===== config.mk =====
export PLATFORM = sky130hd
export DESIGN_NAME = step_sequencer
export DESIGN_NICKNAME = d
export VERILOG_FILES = /design/src/rtl/seq_pkg.sv /design/src/rtl/tempo_gen.sv /design/src/rtl/step_sequencer.sv
export SDC_FILE = /design/constraint.sdc
export NUM_CORES = 1
export LEC_CHECK = 0
export CAP_MARGIN = 20
export CORE_MARGIN = 5
export CORE_UTILIZATION = 34
export DETAILED_ROUTE_END_ITERATION = 10
export GPL_TIMING_DRIVEN = 0
export PLACE_DENSITY = 0.59
export SKIP_LAST_GASP = 1
export SYNTH_ARGS = -nofsm -noshare
export SYNTH_HDL_FRONTEND = slang
export SYNTH_SLANG_ARGS = --single-unit

===== constraint.sdc =====
create_clock -name clk -period 7.2 [get_ports clk]
set_input_delay 0.72 -clock clk [delete_from_list [all_inputs] [get_ports clk]]
set_output_delay 0.72 -clock clk [all_outputs]
set_load 0.01 [all_outputs]

===== src/rtl/seq_pkg.sv =====
// rtl/seq_pkg.sv - shared types and default parameters for the step sequencer
package seq_pkg;

  typedef enum logic [1:0] {
    IDLE  = 2'd0,
    RUN   = 2'd1,
    PAUSE = 2'd2
  } transport_state_t;

  localparam logic PITCH_REST = 1'b0;

  localparam int DEF_NUM_STEPS      = 16;
  localparam int DEF_NUM_TRACKS     = 2;
  localparam int DEF_PITCH_W        = 4;
  localparam int DEF_CLK_FREQ       = 12_000_000;
  localparam int DEF_STEPS_PER_BEAT = 4;
  localparam int DEF_BPM_MIN        = 40;
  localparam int DEF_BPM_MAX        = 240;
  localparam int DEF_BPM_DEFAULT    = 120;
  localparam int DEF_BPM_STEP       = 4;

endpackage


===== src/rtl/tempo_gen.sv =====
// rtl/tempo_gen.sv - bpm register and phase accumulator producing step ticks
module tempo_gen
  import seq_pkg::*;
#(
  parameter int CLK_FREQ       = DEF_CLK_FREQ,
  parameter int STEPS_PER_BEAT = DEF_STEPS_PER_BEAT,
  parameter int BPM_MIN        = DEF_BPM_MIN,
  parameter int BPM_MAX        = DEF_BPM_MAX,
  parameter int BPM_DEFAULT    = DEF_BPM_DEFAULT,
  parameter int BPM_STEP       = DEF_BPM_STEP
) (
  input  logic       clk,
  input  logic       rst,
  input  logic       run,
  input  logic       clear,
  input  logic       tempo_up,
  input  logic       tempo_down,
  output logic       tick,
  output logic [7:0] bpm
);

  localparam int LIMIT_I = CLK_FREQ * 60;
  localparam int ACC_W   = $clog2(LIMIT_I + BPM_MAX * STEPS_PER_BEAT);
  localparam int SUM_W   = ACC_W + 1;
  localparam logic [SUM_W-1:0] LIMIT = SUM_W'(LIMIT_I);

  logic [ACC_W-1:0] acc;
  logic [SUM_W-1:0] inc;
  logic [SUM_W-1:0] sum;
  logic [8:0]       bpm_up;

  assign inc    = SUM_W'(bpm) * SUM_W'(STEPS_PER_BEAT);
  assign sum    = SUM_W'(acc) + inc;
  assign tick   = run && !clear && (sum >= LIMIT);
  assign bpm_up = {1'b0, bpm} + 9'(BPM_STEP);

  // The remainder is carried across ticks so the step rate never drifts.
  always_ff @(posedge clk) begin
    if (rst || clear) begin
      acc <= '0;
    end else if (run) begin
      acc <= tick ? ACC_W'(sum - LIMIT) : ACC_W'(sum);
    end
  end

  always_ff @(posedge clk) begin
    if (rst) begin
      bpm <= 8'(BPM_DEFAULT);
    end else if (tempo_up && !tempo_down) begin
      bpm <= (bpm_up >= 9'(BPM_MAX)) ? 8'(BPM_MAX) : bpm_up[7:0];
    end else if (tempo_down && !tempo_up) begin
      bpm <= ({1'b0, bpm} <= 9'(BPM_MIN + BPM_STEP)) ? 8'(BPM_MIN) : bpm - 8'(BPM_STEP);
    end
  end

endmodule


===== src/rtl/step_sequencer.sv =====
// rtl/step_sequencer.sv - multi-track pitch step sequencer with transport and tempo control
module step_sequencer
  import seq_pkg::*;
#(
  parameter int NUM_STEPS      = DEF_NUM_STEPS,
  parameter int NUM_TRACKS     = DEF_NUM_TRACKS,
  parameter int PITCH_W        = DEF_PITCH_W,
  parameter int CLK_FREQ       = DEF_CLK_FREQ,
  parameter int STEPS_PER_BEAT = DEF_STEPS_PER_BEAT,
  parameter int BPM_MIN        = DEF_BPM_MIN,
  parameter int BPM_MAX        = DEF_BPM_MAX,
  parameter int BPM_DEFAULT    = DEF_BPM_DEFAULT,
  parameter int BPM_STEP       = DEF_BPM_STEP,
  localparam int SW            = $clog2(NUM_STEPS),
  localparam int TW            = (NUM_TRACKS > 1) ? $clog2(NUM_TRACKS) : 1
) (
  input  logic                          clk,
  input  logic                          rst,
  input  logic                          edit_valid,
  input  logic [TW-1:0]                 edit_track,
  input  logic [SW-1:0]                 edit_step,
  input  logic [PITCH_W-1:0]            edit_pitch,
  input  logic                          clear_all,
  input  logic                          play_toggle,
  input  logic                          stop,
  input  logic                          tempo_up,
  input  logic                          tempo_down,
  output logic [SW-1:0]                 step_idx,
  output logic [NUM_TRACKS*PITCH_W-1:0] pitch_out,
  output logic [NUM_TRACKS-1:0]         note_on,
  output logic                          playing,
  output logic [7:0]                    bpm
);

  transport_state_t state, state_nxt;

  logic [PITCH_W-1:0] mem     [NUM_TRACKS][NUM_STEPS];
  logic [PITCH_W-1:0] mem_nxt [NUM_TRACKS][NUM_STEPS];

  logic                          tick, run, start, acc_clear, note_evt, edit_hit;
  logic [SW-1:0]                 step_nxt;
  logic [NUM_TRACKS*PITCH_W-1:0] pitch_nxt;
  logic [NUM_TRACKS-1:0]         note_nxt;

  tempo_gen #(
    .CLK_FREQ      (CLK_FREQ),
    .STEPS_PER_BEAT(STEPS_PER_BEAT),
    .BPM_MIN       (BPM_MIN),
    .BPM_MAX       (BPM_MAX),
    .BPM_DEFAULT   (BPM_DEFAULT),
    .BPM_STEP      (BPM_STEP)
  ) u_tempo (
    .clk       (clk),
    .rst       (rst),
    .run       (run),
    .clear     (acc_clear),
    .tempo_up  (tempo_up),
    .tempo_down(tempo_down),
    .tick      (tick),
    .bpm       (bpm)
  );

  always_ff @(posedge clk) begin
    if (rst) state <= IDLE;
    else     state <= state_nxt;
  end

  always_comb begin
    state_nxt = state;
    if (stop) begin
      state_nxt = IDLE;
    end else if (play_toggle) begin
      case (state)
        RUN:     state_nxt = PAUSE;
        default: state_nxt = RUN;
      endcase
    end
  end

  // A fresh start plays step 0 at once; resuming from pause waits for the accumulator.
  always_comb begin
    run       = (state == RUN);
    start     = (state == IDLE) && play_toggle && !stop;
    acc_clear = stop || start;
    note_evt  = start || tick;
    step_nxt  = step_idx;
    if (stop || start) begin
      step_nxt = '0;
    end else if (tick) begin
      step_nxt = (step_idx == SW'(NUM_STEPS - 1)) ? '0 : step_idx + 1'b1;
    end
  end

  assign edit_hit = edit_valid && (32'(edit_track) < $unsigned(NUM_TRACKS))
                               && (32'(edit_step) < $unsigned(NUM_STEPS));

  always_comb begin
    mem_nxt = mem;
    if (clear_all) begin
      for (int t = 0; t < NUM_TRACKS; t++)
        for (int s = 0; s < NUM_STEPS; s++)
          mem_nxt[t][s] = '0;
    end else if (edit_hit) begin
      mem_nxt[edit_track][edit_step] = edit_pitch;
    end
  end

  // Outputs read the post-edit storage so a same-cycle edit wins over the old pitch.
  always_comb begin
    pitch_nxt = '0;
    note_nxt  = '0;
    for (int t = 0; t < NUM_TRACKS; t++) begin
      pitch_nxt[t*PITCH_W +: PITCH_W] = mem_nxt[t][step_nxt];
      note_nxt[t] = note_evt && (mem_nxt[t][step_nxt] != PITCH_W'(PITCH_REST));
    end
  end

  always_ff @(posedge clk) begin
    if (rst) begin
      for (int t = 0; t < NUM_TRACKS; t++)
        for (int s = 0; s < NUM_STEPS; s++)
          mem[t][s] <= '0;
    end else begin
      mem <= mem_nxt;
    end
  end

  always_ff @(posedge clk) begin
    if (rst) begin
      step_idx  <= '0;
      pitch_out <= '0;
      note_on   <= '0;
      playing   <= 1'b0;
    end else begin
      step_idx  <= step_nxt;
      pitch_out <= pitch_nxt;
      note_on   <= note_nxt;
      playing   <= (state_nxt == RUN);
    end
  end

endmodule


==> impl_metrics.json <==
{
  "drcViolationCount": 0,
  "clockRootBuffer": "clkbuf_16",
  "fillers": 3059,
  "yosysSeqAreaShare_pct": 35.1,
  "clockBufferDepth": 2,
  "final_common_cell": "nor2_1",
  "antenna_found_initial": 0,
  "power_leakage_nw": 4.30,
  "core_area_sq_mm": 0.0295,
  "start_util_pct": 34.2,
  "power.density_mw_per_mm2": 182,
  "cts_hold_buf": 0,
  "crit_family": "compound AO/OA/AOI/OAI gates",
  "cts_tree": "done",
  "overflow": 0,
  "syn_area_sq_mm": 0.0101,
  "cts_sinks": 177,
  "cp-start-kind": "register",
  "period_minus_slack_ns": 6.35,
  "grt_max_degree": 17,
  "outcome": "completed",
  "wl_um": 28400,
  "worstHoldPathType": "reg -> reg",
  "synth-edff-count": 0,
  "cts_buffers": 17,
  "clkTransAtPathRegs_ns": 0.07,
  "relSlewSlack_pct": 32.2,
  "vdd_drop_max_mv": 0.155,
  "vias": 8690,
  "whs_path_depth": 2,
  "fp-row-count": 63,
  "nNetsFinal": 1266,
  "max_freq_mhz": 158,
  "gp_congestion": 0.875,
  "setup_violations": 0,
  "ant_nets": 0,
  "synth_flop_cell": "dfxtp_1",
  "grt_pass1_wl_um": 45400,
  "grt_usage_pct": 17.0,
  "crit_cells": 17,
  "die_area_sq_mm": 0.0332,
  "holdWs_ns": 0.465,
  "finClkSkew_ns": 0.0106,
  "die_h_um": 182,
  "area_delta_synth_final_pct": 14.2,
  "cp_max_fo": 10,
  "crit_path_end_kind": "register",
  "finalHoldViolCount": 0,
  "postSynthCellCount": 1179,
  "synth_seq_cells": 177,
  "drt_iter0_drc": 597,
  "cap_violations": 0,
  "multiInputGateArea_sq_mm": 0.00609,
  "post_cts_buffers": 0,
  "die_x_um": 182,
  "ctsResizeCount": 0,
  "mostFrequentLayoutCells": "nor2_1 (206), mux2i_1 (202), dfxtp_1 (177)",
  "tns_ns": 0,
  "critPathKind": "reg -> reg",
  "synth_async_sr_flop_share_pct": 0,
  "crit_buf_inv": 1,
  "antenna_cells": 0,
  "fin_crit_sh_pct": 88.1,
  "rsz0062_at_grt": "no",
  "drt_pre_antenna_iters": 5,
  "io_pins": 40,
  "power_mw": 2.10,
  "yosysWarnings": 0,
  "insertion_delay_ns": 0.44,
  "hpwl_um": 21000,
  "cp.arrival_ns": 6.63,
  "vias_per_cell": 5.31,
  "avgSynthCellArea_sq_um": 8.56,
  "finalMaxSlewViolations": 0,
  "drive_above_1_share_pct": 7.69,
  "cpPeakStageDelay_ns": 0.58,
  "ys_types": 88,
  "crit_path_cell_trace": "fa_1 > a211o_1 > a21o_1 > a311oi_1 > ha_1 > or4b_1 > or4_1 > a2111oi_2 > a32oi_2 > o21ai_4 > nand2_4 > mux2i_2 > buf_4 > mux2i_1 > o22ai_1 > nor3_1 > a41oi_1",
  "slowest_stage": "or4_1",
  "cp.required_ns": 7.48,
  "seqCellArea_sq_mm": 0.00354,
  "ff2ff_path_depth": 17,
  "worst_pin_slew_ns": 1.01,
  "wl_per_cell_um": 17.3,
  "port_buffers": 36,
  "htreeDepth": 4,
  "grt_pass1_vias": 8284
}
per-stage QoR:
step / area (sq um) / std cells / setup WS (ns) / util [%]
final: 11500 / 1638 / 0.853 / 39.1
after global routing: 11500 / 1638 / 0.456 / 39.1
after CTS: 11500 / 1638 / 0.823 / 39.1
after detailed placement: 11000 / 1607 / 0.846 / 37.1
after global placement: 11000 / 1607 / 0.851 / 37.1
after floorplan: 10100 / 1181 / 2.10 / -
sequential cells by signal, indices dropped and copies added (netlist names):
name / count
pitch_out: 8
playing: 1
u_tempo.acc: 26
step_idx: 4
note_on: 2
mem: 128
state: 2
u_tempo.bpm: 6
final cells by class:
cell class	count	share of cell area, %
multi-input combinational	898	52.8
sequential	177	30.7
tap	390	4.23
clock buffer	18	3.72
buffer	84	3.40
timing repair buffer	36	3.12
clock inverter	13	1.30
inverter	22	0.716
kinds of logic after synthesis:
group / share of synthesized area [%]
and+or+nand+nor: 22.4
muxes: 20.8
DFF: 35.1
AOI/OAI and AO/OA: 11.7
buffers and inverters: 4.70
xor gates and xnor gates: 3.63
adders and majority gates: 1.69
other: 0.0371
synthesized netlist by cell type, types with 5 or more instances:
cell,instances,area [sq um]
a2111oi_0,5,43.8
a211oi_1,8,60.1
a21o_1,12,90.1
a21oi_1,48,240
a31oi_1,5,31.3
and2_1,7,43.8
and3_1,5,31.3
buf_2,9,45.0
buf_4,9,67.6
clkbuf_1,58,218
dfxtp_1,177,3540
ha_1,12,150
inv_1,22,82.6
mux2i_1,202,2020
nand2_1,62,233
nand2b_1,12,75.1
nand3_1,19,95.1
nand4_1,9,56.3
nor2_1,206,773
nor2b_1,12,75.1
nor3_1,74,370
nor3b_1,7,52.6
nor4_1,5,31.3
o211ai_1,7,52.6
o21ai_0,23,115
o22ai_1,6,37.5
or2_2,8,50.1
or3_1,17,106
xnor2_1,26,228
xor2_1,14,123
worst register-to-register path: stages (launching register included):
cell       delay, ns
dfxtp_1         0.44
fa_1            0.52
a211o_1         0.34
a21o_1          0.22
a311oi_1        0.56
ha_1            0.28
or4b_1          0.45
or4_1           0.58
a2111oi_2       0.32
a32oi_2         0.22
o21ai_4         0.28
nand2_4         0.15
mux2i_2         0.51
buf_4           0.35
mux2i_1         0.29
o22ai_1         0.12
nor3_1          0.35
a41oi_1         0.21
worst paths after layout:
path | slack [ns] | start | end
setup / recovery | 0.85 | u_tempo.bpm[2]$_SDFFE_PP0P_ | note_on[0]$_SDFF_PP0_
hold / removal | 0.46 | u_tempo.acc[8]$_SDFFE_PP0P_ | u_tempo.acc[8]$_SDFFE_PP0P_
setup reg to reg | 0.85 | u_tempo.bpm[2]$_SDFFE_PP0P_ | note_on[0]$_SDFF_PP0_
hold reg to reg | 0.46 | u_tempo.acc[8]$_SDFFE_PP0P_ | u_tempo.acc[8]$_SDFFE_PP0P_
routing by layer:
metal	share of wire [%]	wire length, um	GRT usage [%]	up-vias
li1	-	-	-	4266
met5	0	0	0	-
met1	49	13900	24.1	4159
met3	4.8	1370	3.35	34
met2	45	12600	26.6	231
met4	1.5	426	4.02	0
report_power, final:
part,internal [mW],switching [mW],total (mW)
registers,0.984,0.00934,0.993
clock network,0.518,0.430,0.948
logic,0.0544,0.106,0.161
total,1.56,0.545,2.10
Power figures use the tool's default switching activity.
